**src/rtl/dds_pkg.sv**
```systemverilog
// dds_pkg: shared widths and state/direction types for the DDS sweep and modulation controllers.
package dds_pkg;
  localparam int KW_DEF = 32;
  localparam int PW_DEF = 11;
  localparam int DW_DEF = 16;
  typedef enum logic [1:0] {IDLE, DWELL, DONE} state_t;
  typedef enum logic {UP, DOWN} dir_t;
endpackage

```
**src/rtl/dds_sweep_ctrl_if.sv**
```systemverilog
// dds_sweep_ctrl_if: sweep configuration handshake; cfg_tri exists only with DDS_SWEEP_TRIANGLE_EN.
interface dds_sweep_ctrl_if
  import dds_pkg::*;
#(
  parameter int KW = KW_DEF,
  parameter int PW = PW_DEF,
  parameter int DW = DW_DEF
);
  logic          cfg_valid;
  logic          cfg_ready;
  logic [KW-1:0] cfg_start_k;
  logic [KW-1:0] cfg_stop_k;
  logic [KW-1:0] cfg_step_k;
  logic [DW-1:0] cfg_dwell;
  logic [PW-1:0] cfg_phase;
  logic          cfg_loop;
`ifdef DDS_SWEEP_TRIANGLE_EN
  logic          cfg_tri;
  modport master (output cfg_valid, cfg_start_k, cfg_stop_k, cfg_step_k, cfg_dwell, cfg_phase, cfg_loop, cfg_tri, input cfg_ready);
  modport slave (input cfg_valid, cfg_start_k, cfg_stop_k, cfg_step_k, cfg_dwell, cfg_phase, cfg_loop, cfg_tri, output cfg_ready);
`else
  modport master (output cfg_valid, cfg_start_k, cfg_stop_k, cfg_step_k, cfg_dwell, cfg_phase, cfg_loop, input cfg_ready);
  modport slave (input cfg_valid, cfg_start_k, cfg_stop_k, cfg_step_k, cfg_dwell, cfg_phase, cfg_loop, output cfg_ready);
`endif
endinterface

```
**src/rtl/dds_dwell_timer.sv**
```systemverilog
// dds_dwell_timer: loadable one-shot down-counter; expire pulses when the loaded count has elapsed.
module dds_dwell_timer #(
  parameter int DW = 16
) (
  input  logic          clk,
  input  logic          rst,
  input  logic          load,
  input  logic [DW-1:0] load_val,
  output logic          expire
);
  logic [DW-1:0] cnt;
  logic          run;
  assign expire = run && cnt == '0;
  always_ff @(posedge clk)
    if (rst) begin
      cnt <= '0;
      run <= 1'b0;
    end else if (load) begin
      cnt <= load_val;
      run <= 1'b1;
    end else if (expire)
      run <= 1'b0;
    else if (run)
      cnt <= cnt - 1'b1;
endmodule

```
**src/rtl/dds_sweep_ctrl.sv**
```systemverilog
// dds_sweep_ctrl: linear K sweep sequencer for the DDS core; DDS_SWEEP_TRIANGLE_EN adds an up/down triangle sweep.
module dds_sweep_ctrl
  import dds_pkg::*;
#(
  parameter int KW = KW_DEF,
  parameter int PW = PW_DEF,
  parameter int DW = DW_DEF
) (
  input  logic           clk,
  input  logic           rst,
  dds_sweep_ctrl_if.slave cfg,
  input  logic           abort,
  output logic [KW-1:0]  k_out,
  output logic [PW-1:0]  p_out,
  output logic           k_valid,
  output logic           busy,
  output logic           sweep_done
);
  state_t        state_q, state_d, cur;
  dir_t          dir_q, dir_d;
  logic [KW-1:0] start_q, stop_q, step_q, k_d, up_k, dn_k;
  logic [DW-1:0] dwell_q;
  logic          loop_q, tri_q, accept, load, expire, tick, degen, at_top, at_end, turn;
  logic          kv_d, busy_d, done_d;
  logic [KW:0]   nxt_up, nxt_dn;
  assign cfg.cfg_ready = state_q == IDLE;
  assign accept = cfg.cfg_valid && state_q == IDLE;
  assign tick = state_q == DWELL && expire;
  assign nxt_up = {1'b0, k_out} + {1'b0, step_q};
  assign nxt_dn = {1'b0, k_out} - {1'b0, step_q};
  assign up_k = nxt_up >= {1'b0, stop_q} ? stop_q : nxt_up[KW-1:0];
  assign dn_k = (nxt_dn[KW] || nxt_dn[KW-1:0] <= start_q) ? start_q : nxt_dn[KW-1:0];
  assign degen = step_q == '0 || start_q >= stop_q;
  assign at_top = k_out >= stop_q;
  assign at_end = degen || (dir_q == DOWN ? k_out <= start_q : at_top && !tri_q);
  assign turn = !degen && dir_q == UP && tri_q && at_top;
  assign cur = tick && at_end ? DONE : state_q;
  dds_dwell_timer #(.DW(DW)) u_timer (
    .clk      (clk),
    .rst      (rst),
    .load     (load),
    .load_val (accept ? cfg.cfg_dwell : dwell_q),
    .expire   (expire)
  );
  // abort outranks both the per-point step and the loop wrap
  always_comb begin
    state_d = state_q;
    dir_d = dir_q;
    k_d = k_out;
    kv_d = 1'b0;
    busy_d = busy;
    done_d = 1'b0;
    load = 1'b0;
    if (abort && state_q != IDLE) begin
      state_d = IDLE;
      dir_d = UP;
      k_d = '0;
      kv_d = 1'b1;
      busy_d = 1'b0;
    end else
      case (cur)
        IDLE: if (accept) begin
          state_d = DWELL;
          dir_d = UP;
          k_d = cfg.cfg_start_k;
          kv_d = 1'b1;
          busy_d = 1'b1;
          load = 1'b1;
        end
        DWELL: if (tick) begin
          k_d = (turn || dir_q == DOWN) ? dn_k : up_k;
          dir_d = turn ? DOWN : dir_q;
          kv_d = 1'b1;
          load = 1'b1;
        end
        DONE: begin
          done_d = 1'b1;
          dir_d = UP;
          state_d = loop_q ? DWELL : IDLE;
          busy_d = loop_q;
          k_d = loop_q ? start_q : k_out;
          kv_d = loop_q;
          load = loop_q;
        end
        default: state_d = IDLE;
      endcase
  end
  always_ff @(posedge clk)
    if (rst) begin
      state_q <= IDLE;
      dir_q <= UP;
      k_out <= '0;
      p_out <= '0;
      k_valid <= 1'b0;
      busy <= 1'b0;
      sweep_done <= 1'b0;
    end else begin
      state_q <= state_d;
      dir_q <= dir_d;
      k_out <= k_d;
      k_valid <= kv_d;
      busy <= busy_d;
      sweep_done <= done_d;
      if (accept) p_out <= cfg.cfg_phase;
    end
  always_ff @(posedge clk)
    if (rst) begin
      start_q <= '0;
      stop_q <= '0;
      step_q <= '0;
      dwell_q <= '0;
      loop_q <= 1'b0;
    end else if (accept) begin
      start_q <= cfg.cfg_start_k;
      stop_q <= cfg.cfg_stop_k;
      step_q <= cfg.cfg_step_k;
      dwell_q <= cfg.cfg_dwell;
      loop_q <= cfg.cfg_loop;
    end
`ifdef DDS_SWEEP_TRIANGLE_EN
  always_ff @(posedge clk)
    if (rst) tri_q <= 1'b0;
    else if (accept) tri_q <= cfg.cfg_tri;
`else
  assign tri_q = 1'b0;
`endif
endmodule

```
**src/flat_wrapper.sv**
```systemverilog
// flat-port wrapper written by rule: the top's interface ports become plain ports
module dds_sweep_ctrl_flat import dds_pkg::*;
#(
  parameter int KW = KW_DEF,
  parameter int PW = PW_DEF,
  parameter int DW = DW_DEF
)
  (clk, rst, abort, k_out, p_out, k_valid, busy, sweep_done, cfg_cfg_valid, cfg_cfg_start_k, cfg_cfg_stop_k, cfg_cfg_step_k, cfg_cfg_dwell, cfg_cfg_phase, cfg_cfg_loop, cfg_cfg_ready);
  dds_sweep_ctrl_if #(.KW(KW), .PW(PW), .DW(DW)) cfg_i ();
  input  logic clk;
  input  logic rst;
  input  logic abort;
  output logic [KW-1:0] k_out;
  output logic [PW-1:0] p_out;
  output logic k_valid;
  output logic busy;
  output logic sweep_done;
  input wire logic [$bits(cfg_i.cfg_valid)-1:0] cfg_cfg_valid;
  input wire logic [$bits(cfg_i.cfg_start_k)-1:0] cfg_cfg_start_k;
  input wire logic [$bits(cfg_i.cfg_stop_k)-1:0] cfg_cfg_stop_k;
  input wire logic [$bits(cfg_i.cfg_step_k)-1:0] cfg_cfg_step_k;
  input wire logic [$bits(cfg_i.cfg_dwell)-1:0] cfg_cfg_dwell;
  input wire logic [$bits(cfg_i.cfg_phase)-1:0] cfg_cfg_phase;
  input wire logic [$bits(cfg_i.cfg_loop)-1:0] cfg_cfg_loop;
  output wire logic [$bits(cfg_i.cfg_ready)-1:0] cfg_cfg_ready;
  assign cfg_i.cfg_valid = cfg_cfg_valid;
  assign cfg_i.cfg_start_k = cfg_cfg_start_k;
  assign cfg_i.cfg_stop_k = cfg_cfg_stop_k;
  assign cfg_i.cfg_step_k = cfg_cfg_step_k;
  assign cfg_i.cfg_dwell = cfg_cfg_dwell;
  assign cfg_i.cfg_phase = cfg_cfg_phase;
  assign cfg_i.cfg_loop = cfg_cfg_loop;
  assign cfg_cfg_ready = cfg_i.cfg_ready;
  dds_sweep_ctrl #(.KW(KW), .PW(PW), .DW(DW)) u_core (.clk(clk), .rst(rst), .cfg(cfg_i), .abort(abort), .k_out(k_out), .p_out(p_out), .k_valid(k_valid), .busy(busy), .sweep_done(sweep_done));
endmodule
```
**config.mk**
```make
export PLATFORM = sky130hd
export DESIGN_NAME = dds_sweep_ctrl_flat
export DESIGN_NICKNAME = d
export VERILOG_FILES = /design/src/rtl/dds_pkg.sv /design/src/rtl/dds_sweep_ctrl_if.sv /design/src/rtl/dds_dwell_timer.sv /design/src/rtl/dds_sweep_ctrl.sv /design/src/flat_wrapper.sv
export SDC_FILE = /design/constraint.sdc
export NUM_CORES = 1
export LEC_CHECK = 0
export ABC_CLOCK_PERIOD_IN_PS = 5600
export CORE_MARGIN = 10
export CORE_UTILIZATION = 57
export CTS_BUF_LIST = sky130_fd_sc_hd__clkbuf_4 sky130_fd_sc_hd__clkbuf_8
export DETAILED_ROUTE_END_ITERATION = 7
export GPL_TIMING_DRIVEN = 0
export MAX_ROUTING_LAYER = met4
export PLACE_DENSITY = 0.88
export SYNTH_ARGS = -nofsm -noshare
export SYNTH_HDL_FRONTEND = slang
export SYNTH_HIERARCHICAL = 1
export SYNTH_SLANG_ARGS = --single-unit
```
**constraint.sdc**
```tcl
create_clock -name clk -period 5.6 [get_ports clk]
set_input_delay 1.12 -clock clk [delete_from_list [all_inputs] [get_ports clk]]
set_output_delay 1.12 -clock clk [all_outputs]
set_load 0.05 [all_outputs]
```
# After elaboration in Yosys (flattened, before gate mapping)

Index checks and enable logic that the tools add are counted.

Add/sub/neg operators: 3
$lt $le $gt $ge: 5
Equal/unequal tests: 7
Multiplexer cells: 28
Bitwise operators: 1
Reduce and logical (&&, ||, !) cells: 22

Operator list:

| operator                                             | number |
|---|---|
| 2-to-1 mux 32 bit                                    | 6 |
| case mux 32 bit (3 select lines)                     | 1 |
| greater-or-equal comparator 32 bit                   | 2 |
| less-or-equal comparator 32 bit                      | 2 |
| 2-to-1 mux 16 bit                                    | 4 |
| adder 32 x 32 -> 33 bit                              | 1 |
| greater-or-equal comparator 33 x 32 -> 1 bit         | 1 |
| subtractor 32 x 32 -> 33 bit                         | 1 |
| zero test 32 bit                                     | 1 |
| zero test 16 bit                                     | 1 |
| subtractor 16 x 1 -> 16 bit (second input constant)  | 1 |
| 2-to-1 mux 1 bit                                     | 11 |
| != test 2 x 1 -> 1 bit (second input constant)       | 4 |
| nonzero test 2 bit                                   | 4 |
| case mux 2 bit (3 select lines)                      | 1 |
| AND reduction 2 bit                                  | 3 |
| logical AND 1 bit                                    | 5 |
| equality test 2 x 1 -> 1 bit (second input constant) | 2 |
| zero test 2 bit                                      | 2 |
| 2-to-1 mux 2 bit                                     | 2 |
| case mux 1 bit (2 select lines)                      | 2 |
| AND reduction 4 bit                                  | 1 |
| logical OR 1 bit                                     | 3 |
| case mux 1 bit (3 select lines)                      | 1 |
| 4 further kinds                                      | 4 |

Register bits after elaboration: 179
Input bits: 128
Logic and storage cells: 80

# Depth between registers and ports, before layout

Gate-level depths: netlist of run 1.

Word-level depth: 10
Gate-level depth with buffers: 21

# Cells and area by module

Netlist of run 1, hierarchy kept.

By module, submodules not included:

| module          | instances | cells an instance | area each (µm²) | sequential area each (µm²) |
|---|---|---|---|---|
| dds_sweep_ctrl  | 1         | 1,395             | 10,483.8        | 3,203.1 |
| dds_dwell_timer | 1         | 139               | 1,114.8         | 340.3 |

# Worst setup path after synthesis of run 1

No wires, ideal clock.

Path kind: register to register
From: register u_core.k_out[14]
To: register u_core.k_out[31]
Library setup time: 0.125 ns
Arrival time: 4.540 ns
Data required time: 5.475 ns
Slack: 0.935 ns
Cell stages (with the launch flop): 21
Buffers on the path: 3
Period minus slack after synthesis: 4.665 ns
Cells stage by stage: dfxtp_1 ha_1 buf_2 and3_1 and2_1 a221oi_1 nand2_1 a41oi_1 o311ai_1 xor2_1 ha_1 a21oi_1 o32ai_1 a2111o_1 a311oi_2 buf_4 nand2_2 buf_6 a311o_1 a32oi_1 o22ai_1

Word-level cells in the longest chain between the ends: 8
Elaborated cells between the ends (all ways): 24
Classes of those cells: add/sub (2); order compare (4); eq/ne (5); mux (7); reduce/logical (6)

Ends and longest elaborated chain:

| item                                                                                 | RTL line              | source |
|---|---|---|
| from (decl)                                                                          | dds_sweep_ctrl.sv:13  | `output logic [KW-1:0] k_out,` |
| from (signal assigned)                                                               | dds_sweep_ctrl.sv:100 | `k_out <= k_d;` |
| parallel branches: the longest is 8 deep, another holds subtractor 32 x 32 -> 33 bit | --                    |  |

Parallel ways; which one is timed is not known. The select of a mux whose other input is x is not followed.
A chain may end at the register's enable or synchronous reset.

# Worst setup path after layout of run 1

From: register u_core.k_out[0]
To: register u_core.k_out[31]

The elaborated chain is that of the path after synthesis.

==> results by group, run 1 <==
Placement
  – Final HPWL DP: 32.43 mm
  – Gpl congestion: 1.002
  – Port bufs: 174

Power and ir drop
  – PwrDens: 326.9 mW/mm^2
  – Switching share of power: 44.24%
  – Clock power share: 20.2%
  – Logic pwr share: 46.1%
  – Reg power frac: 33.6%
  – Switching Power: 2.043 mW
  – Peak VDD IR: 0.2250 mV
  – Int Power: 2.576 mW
  – Pleak: 5.642 nW

Clocking
  – Longest Clk Path Bufs: 2
  – CTS Buf Count: 17
  – Clock sink count: 177
  – H-tree depth: 4
  – CTS tree: yes
  – # hold bufs at CTS: 0
  – Worst-path clk slew: 0.10 ns
  – Root Driver: clkbuf_8
  – Clk Latency, worst-skew pair: 0.48 ns

Logic synthesis
  – Number of enable flip-flop cells after synthesis: 0
  – Synth cell count leaders: nand2_1 (369), a21oi_1 (214), dfxtp_1 (177), ha_1 (129), o21ai_0 (78)
  – Syn Area/Cell: 7.561 sq um
  – Most numerous cell in the Yosys netlist: nand2_1
  – Ys Warns: 6
  – Cells taking the most area after synthesis: dfxtp_1 (31%), ha_1 (14%), nand2_1 (12%)
  – Commonest register cell after synthesis: dfxtp_1
  – Cell count after synthesis: 1534
  – Post-Synthesis Cell Area: 0.01160 sq mm
  – Yosys reg bits: 177
  – Yosys top cell by area: dfxtp_1
  – Synth Net Count: 1792
  – Ys async rst share: 0%
  – Synth top area share: 30.55%
  – Register area share after synthesis: 30.55%
  – Unique cell type count in the Yosys netlist: 83

Critical path
  – CP required: 5.97 ns
  – CP Max Fanout: 10
  – Nature of the critical path endpoint: flop
  – WP data arrival: 5.84 ns
  – Critical path class: reg2reg
  – CP Launch Type: flop
  – Worst r2r path cells: 20

Drt
  – Final ANT Viol Nets: 0
  – Routed WL per cell: 20.66 um
  – Detailed-route via count: 12582
  – Via density: 6.250
  – # DRC: 0
  – Routed wire length: 41.58 mm
  – First-pass DRT Iterations: 6
  – DR iter-0 viols: 1522

GRT
  – Global-route wire length before repair: 65.12 mm
  – Pin count of the biggest net entering global routing: 18
  – Grt ovf: 0
  – Grt peak-use layer: met2
  – GR Layer Usage met3: 8.519%
  – Grt met2 use: 47.67%
  – Initial antenna violation count: 2
  – Vias in the first global route: 12097
  – Met1 Resource Use GR: 38.39%
  – GR Util All Layers: 31.61%

STA
  – Hold Fails Final Rpt: 0
  – Setup_tns: 0 ns
  – Final min period: 5.478 ns
  – Final worst-path cycle share: 97.82%
  – Max Clock Freq: 182.6 MHz
  – Final slew viol count: 0
  – Measured slew at the worst slew-check pin: 1.047 ns
  – Slew HR: 29.63%
  – Setup-failing EPs final: 0
  – RSZ-0062 raised after global routing: no
  – Clock Skew: 0.01743 ns

Hold path
  – Hold Crit Depth: 2
  – Hold crit path type: reg2reg

Floorplanning
  – Initial Util: 57.69%
  – Core Area: 0.02010 sq mm
  – Row count: 52
  – Die Wd: 162.7 um
  – Die ar.: 0.02646 sq mm
  – IO Pins: 175
  – Die Span Y: 162.7 um

Finish
  – Fin nets: 1985
  – Filler cells: 1684
  – Share of layout cells above drive strength 1: 5.460%
  – Synthesis-to-finish area growth: 21.80%
  – Post-route core utilization: 70.27%

Status
  – Status: finished, final reports clean

Run
  – MaxCap Viol Count: 0
-- layer usage --
metal	routed length, um	up-vias
met5	0	-
met4	2036	0
met3	4582	146
met2	18450	698
met1	16510	5822
li1	-	5916
-- final cells by class --
cell class / count / area (sq um) / area share, %
multi-input combinational: 1209 / 7472 / 52.89
sequential: 177 / 3543 / 25.08
timing repair buffer: 174 / 1742 / 12.33
buffer: 84 / 372.9 / 2.639
tap: 270 / 337.8 / 2.391
clock buffer: 20 / 269.0 / 1.904
inverter: 64 / 240.2 / 1.700
clock inverter: 12 / 142.6 / 1.010
antenna: 3 / 7.507 / 0.05314
-- worst paths after layout --
check	start	end	slack, ns
min reg2reg	u_core/stop_q[4]	u_core/stop_q[4]	0.46
min	u_core/stop_q[4]	u_core/stop_q[4]	0.46
max	u_core/k_out[0]	u_core/k_out[31]	0.12
max reg2reg	u_core/k_out[0]	u_core/k_out[31]	0.12
-- stage by stage --
stage / total power [mW] / std cells / worst slack [ns] / instance area (sq um) / hold slack, ns
CTS: 4.548 / 2010 / 0.2015 / 14090 / 0.4609
floorplan: 2.924 / 1534 / 0.9351 / 11600 / 0.4363
finish: 4.619 / 2013 / 0.1224 / 14130 / 0.4598
global route: 4.860 / 2012 / 0.03312 / 14120 / 0.4765
detailed placement: 3.623 / 1978 / 0.2560 / 13680 / 0.4465
global placement: 3.568 / 1978 / 0.2754 / 13680 / 0.4404
-- state kept, by name (all words and copies together) (netlist names) --
| register | flops |
|---|---|
| u_core/k_out | 32 |
| u_core/busy | 1 |
| u_core/u_timer/run | 1 |
| u_core/dwell_q | 16 |
| u_core/loop_q | 1 |
| u_core/u_timer/cnt | 16 |
| u_core/k_valid | 1 |
| u_core/stop_q | 32 |
| u_core/p_out | 11 |
| u_core/start_q | 32 |
| u_core/state_q | 1 |
| u_core/sweep_done | 1 |
| u_core/step_q | 32 |
-- worst max-delay path: stages (launching register included) --
cell	delay, ns
dfxtp_1	0.36
ha_1	0.25
fa_1	0.42
a21oi_1	0.25
o22ai_1	0.29
o2111ai_2	0.38
nand2_1	0.16
a41oi_1	0.37
o311ai_1	0.17
xor2_1	0.33
ha_1	0.32
a21oi_1	0.14
o32ai_1	0.10
a2111o_1	0.44
a311oi_2	0.24
buf_4	0.28
nand2_2	0.09
buf_6	0.16
a311o_1	0.36
a32oi_1	0.16
o22ai_1	0.10
-- logic make-up (layout without fill, tap and decap cells) --
kind of cell | Yosys count | count (layout) | share of synthesized area, %
AOI/OAI and AO/OA | 480 | 480 | 25.98
and+or+nand+nor | 570 | 570 | 21.86
xor gates and xnor gates | 24 | 24 | 1.812
adders and majority gates | 130 | 130 | 14.09
buffers and inverters | 148 | 354 | 5.264
DFF | 177 | 177 | 30.55
muxes | 5 | 5 | 0.4531
other | 0 | 3 | 0
-- placed cells by master, fill, tap and decap left out, drive strengths merged, types with 15 or more instances in the layout --
| cell | Yosys | final |
|---|---|---|
| xnor2 | 15 | 15 |
| a21o | 18 | 18 |
| o21ai | 85 | 85 |
| a21oi | 216 | 216 |
| a211oi | 22 | 22 |
| clkbuf | 49 | 70 |
| ha | 129 | 129 |
| nand3 | 24 | 24 |
| nand4 | 25 | 25 |
| nor4 | 17 | 17 |
| a31o | 16 | 16 |
| clkdlybuf4s50 | 0 | 174 |
| dfxtp | 177 | 177 |
| inv | 64 | 70 |
| a31oi | 33 | 33 |
| nand2 | 370 | 370 |
| nor3 | 24 | 24 |
| nor2 | 52 | 52 |
| buf | 35 | 34 |
-- power groups by stage --
| stage | Sequential (mW) | Combinational, mW | Clock, mW |
|---|---|---|---|
| finish | 1.55 | 2.13 | 0.935 |
| global route | 1.57 | 2.30 | 0.993 |
| CTS | 1.55 | 2.06 | 0.940 |
| detailed placement | 1.57 | 2.05 | 0 |
| global placement | 1.57 | 2.00 | 0 |
| floorplan | 1.68 | 1.25 | 0 |
-- repair_timing --
action / in CTS / in global routing
resized for setup: 0 / 4
setup buffers: 0 / 0
setup endpoints to repair: 0 / 14
No activity file was read; power rests on OpenSTA's default activity.
==> run 2: changes to the inputs <==
--- a/config.mk
+++ b/config.mk
@@ -13,6 +13,7 @@
 export GPL_TIMING_DRIVEN = 0
 export MAX_ROUTING_LAYER = met4
 export PLACE_DENSITY = 0.88
+export SLEW_MARGIN = 30
 export SYNTH_ARGS = -nofsm -noshare
 export SYNTH_HDL_FRONTEND = slang
 export SYNTH_HIERARCHICAL = 1
==> results by group, run 2 (synthesis gave the netlist of run 1 again) <==
Critical path
  – Critical path class: reg2reg
  – CP required: 5.97 ns
  – CP Cell Sequence: ha_1, fa_1, a21oi_1, o22ai_1, o2111ai_2, nand2_1, a41oi_1, o311ai_1, xor2_1, ha_1, a21oi_1, o32ai_1, a2111o_1, a311oi_2, buf_4, nand2_2, buf_6, a311o_1, a32oi_1, o22ai_1
  – Delay of the slowest cell on the worst path: 0.44 ns
  – WP data arrival: 5.85 ns
  – CP Max Fanout: 10
  – CP max-delay cell: a2111o_1
  – Nature of the critical path endpoint: flop
  – CP Launch Type: flop

Finish
  – Share of layout cells above drive strength 1: 5.517%
  – Most frequent cells in the layout: nand2_1 (369), a21oi_1 (214), dfxtp_1 (177)
  – Most common cell after layout, fill and taps aside: nand2_1
  – Synthesis-to-finish area growth: 21.86%
  – Fin nets: 1985
  – Post-route core utilization: 70.30%
  – Filler cells: 1686

STA
  – RSZ-0062 raised after global routing: no
  – Setup-failing EPs final: 0
  – Max Clock Freq: 182.6 MHz
  – Final slew viol count: 0
  – Final worst-path cycle share: 97.78%
  – Final min period: 5.476 ns
  – Clock Skew: 0.01687 ns
  – Hold Fails Final Rpt: 0
  – Slew HR: 43.84%
  – Setup_tns: 0 ns
  – Measured slew at the worst slew-check pin: 0.8359 ns

Clocking
  – Clock sink count: 177
  – Post-CTS Resized: 0
  – CTS tree: yes
  – Longest Clk Path Bufs: 2
  – Clk Latency, worst-skew pair: 0.48 ns
  – Post-CTS setup buffers: 0
  – Worst-path clk slew: 0.10 ns
  – Root Driver: clkbuf_8
  – CTS Buf Count: 17
  – H-tree depth: 4
  – # hold bufs at CTS: 0

Floorplanning
  – Die Wd: 162.7 um
  – Die ar.: 0.02646 sq mm
  – Core Area: 0.02010 sq mm
  – IO Pins: 175
  – Die Span Y: 162.7 um
  – Initial Util: 57.69%
  – Row count: 52

Drt
  – Detailed-route via count: 12660
  – Final ANT Viol Nets: 0
  – Routed WL per cell: 20.75 um
  – Routed wire length: 41.77 mm
  – First-pass DRT Iterations: 8
  – Via density: 6.289
  – DR iter-0 viols: 1534
  – # DRC: 1

Power and ir drop
  – Final Power: 4.631 mW
  – Int Power: 2.577 mW
  – Switching share of power: 44.35%
  – Switching Power: 2.054 mW
  – Logic pwr share: 46.2%
  – Pleak: 5.642 nW
  – PwrDens: 327.6 mW/mm^2
  – Reg power frac: 33.6%
  – Clock power share: 20.3%
  – Peak VDD IR: 0.2248 mV

GRT
  – GR Util All Layers: 31.61%
  – Vias in the first global route: 12097
  – Initial antenna violation count: 2
  – Grt ovf: 0
  – Global-route wire length before repair: 65.12 mm
  – Pin count of the biggest net entering global routing: 18

Status
  – Failing checks: design-rule violations
  – Status: finished, violations left

Placement
  – Final HPWL DP: 32.43 mm
  – Gpl congestion: 1.002
  – Port bufs: 174

Hold path
  – Hold crit path type: reg2reg

Run
  – MaxCap Viol Count: 0
[run 2: critical path, delay by kind of cell (launching register included)]
family	cells	cell delay [ns]
compound gates	12	2.99
xor+xnor	1	0.32
fa+ha+maj	3	0.98
buf+inv	2	0.45
flops	1	0.36
simple gates	2	0.24
[run 2: power by group through the flow]
stage | logic [mW] | clock network, mW | registers, mW
2_1_floorplan | 1.25 | 0 | 1.68
3_3_place_gp | 2.00 | 0 | 1.57
3_5_place_dp | 2.05 | 0 | 1.57
4_1_cts | 2.06 | 0.940 | 1.55
5_1_grt | 2.30 | 0.993 | 1.57
6_report | 2.14 | 0.938 | 1.55
[run 2: stage by stage]
step	cell area, sq um	cells	worst slack [ns]	hold WS [ns]
after floorplan	11600	1534	0.9351	0.4363
after global placement	13680	1978	0.2754	0.4404
after detailed placement	13680	1978	0.2560	0.4465
after CTS	14090	2010	0.2015	0.4609
after global routing	14130	2012	0.03312	0.4765
final	14130	2013	0.1242	0.4598
[run 2: path summary, 6_finish.rpt]
| path | start | endpoint | slack [ns] | cells after the start |
|---|---|---|---|---|
| setup / recovery | u_core/k_out[0] | u_core/k_out[31] | 0.12 | 20 |
| hold / removal | u_core/stop_q[4] | u_core/stop_q[4] | 0.46 | 2 |
| setup reg to reg | u_core/k_out[0] | u_core/k_out[31] | 0.12 | 20 |
| hold reg to reg | u_core/stop_q[4] | u_core/stop_q[4] | 0.46 | 2 |
[run 2: routing by layer]
| layer | track usage [%] | routed length, um |
|---|---|---|
| met4 | 15.45 | 2032 |
| met5 | - | 0 |
| met1 | 38.39 | 16340 |
| met2 | 47.67 | 18570 |
| met3 | 8.519 | 4828 |
[run 2: cell type report]
class                   count  area (sq um)  area share, %
flip-flops and latches    177          3543          25.07
clock buffers              20         269.0          1.903
multi-input cells        1209          7478          52.91
diodes                      3         7.507        0.05312
repair buffers            174          1742          12.32
plain buffers              84         372.9          2.638
clock inverters            12         142.6          1.009
well taps                 270         337.8          2.390
inverters                  64         240.2          1.700
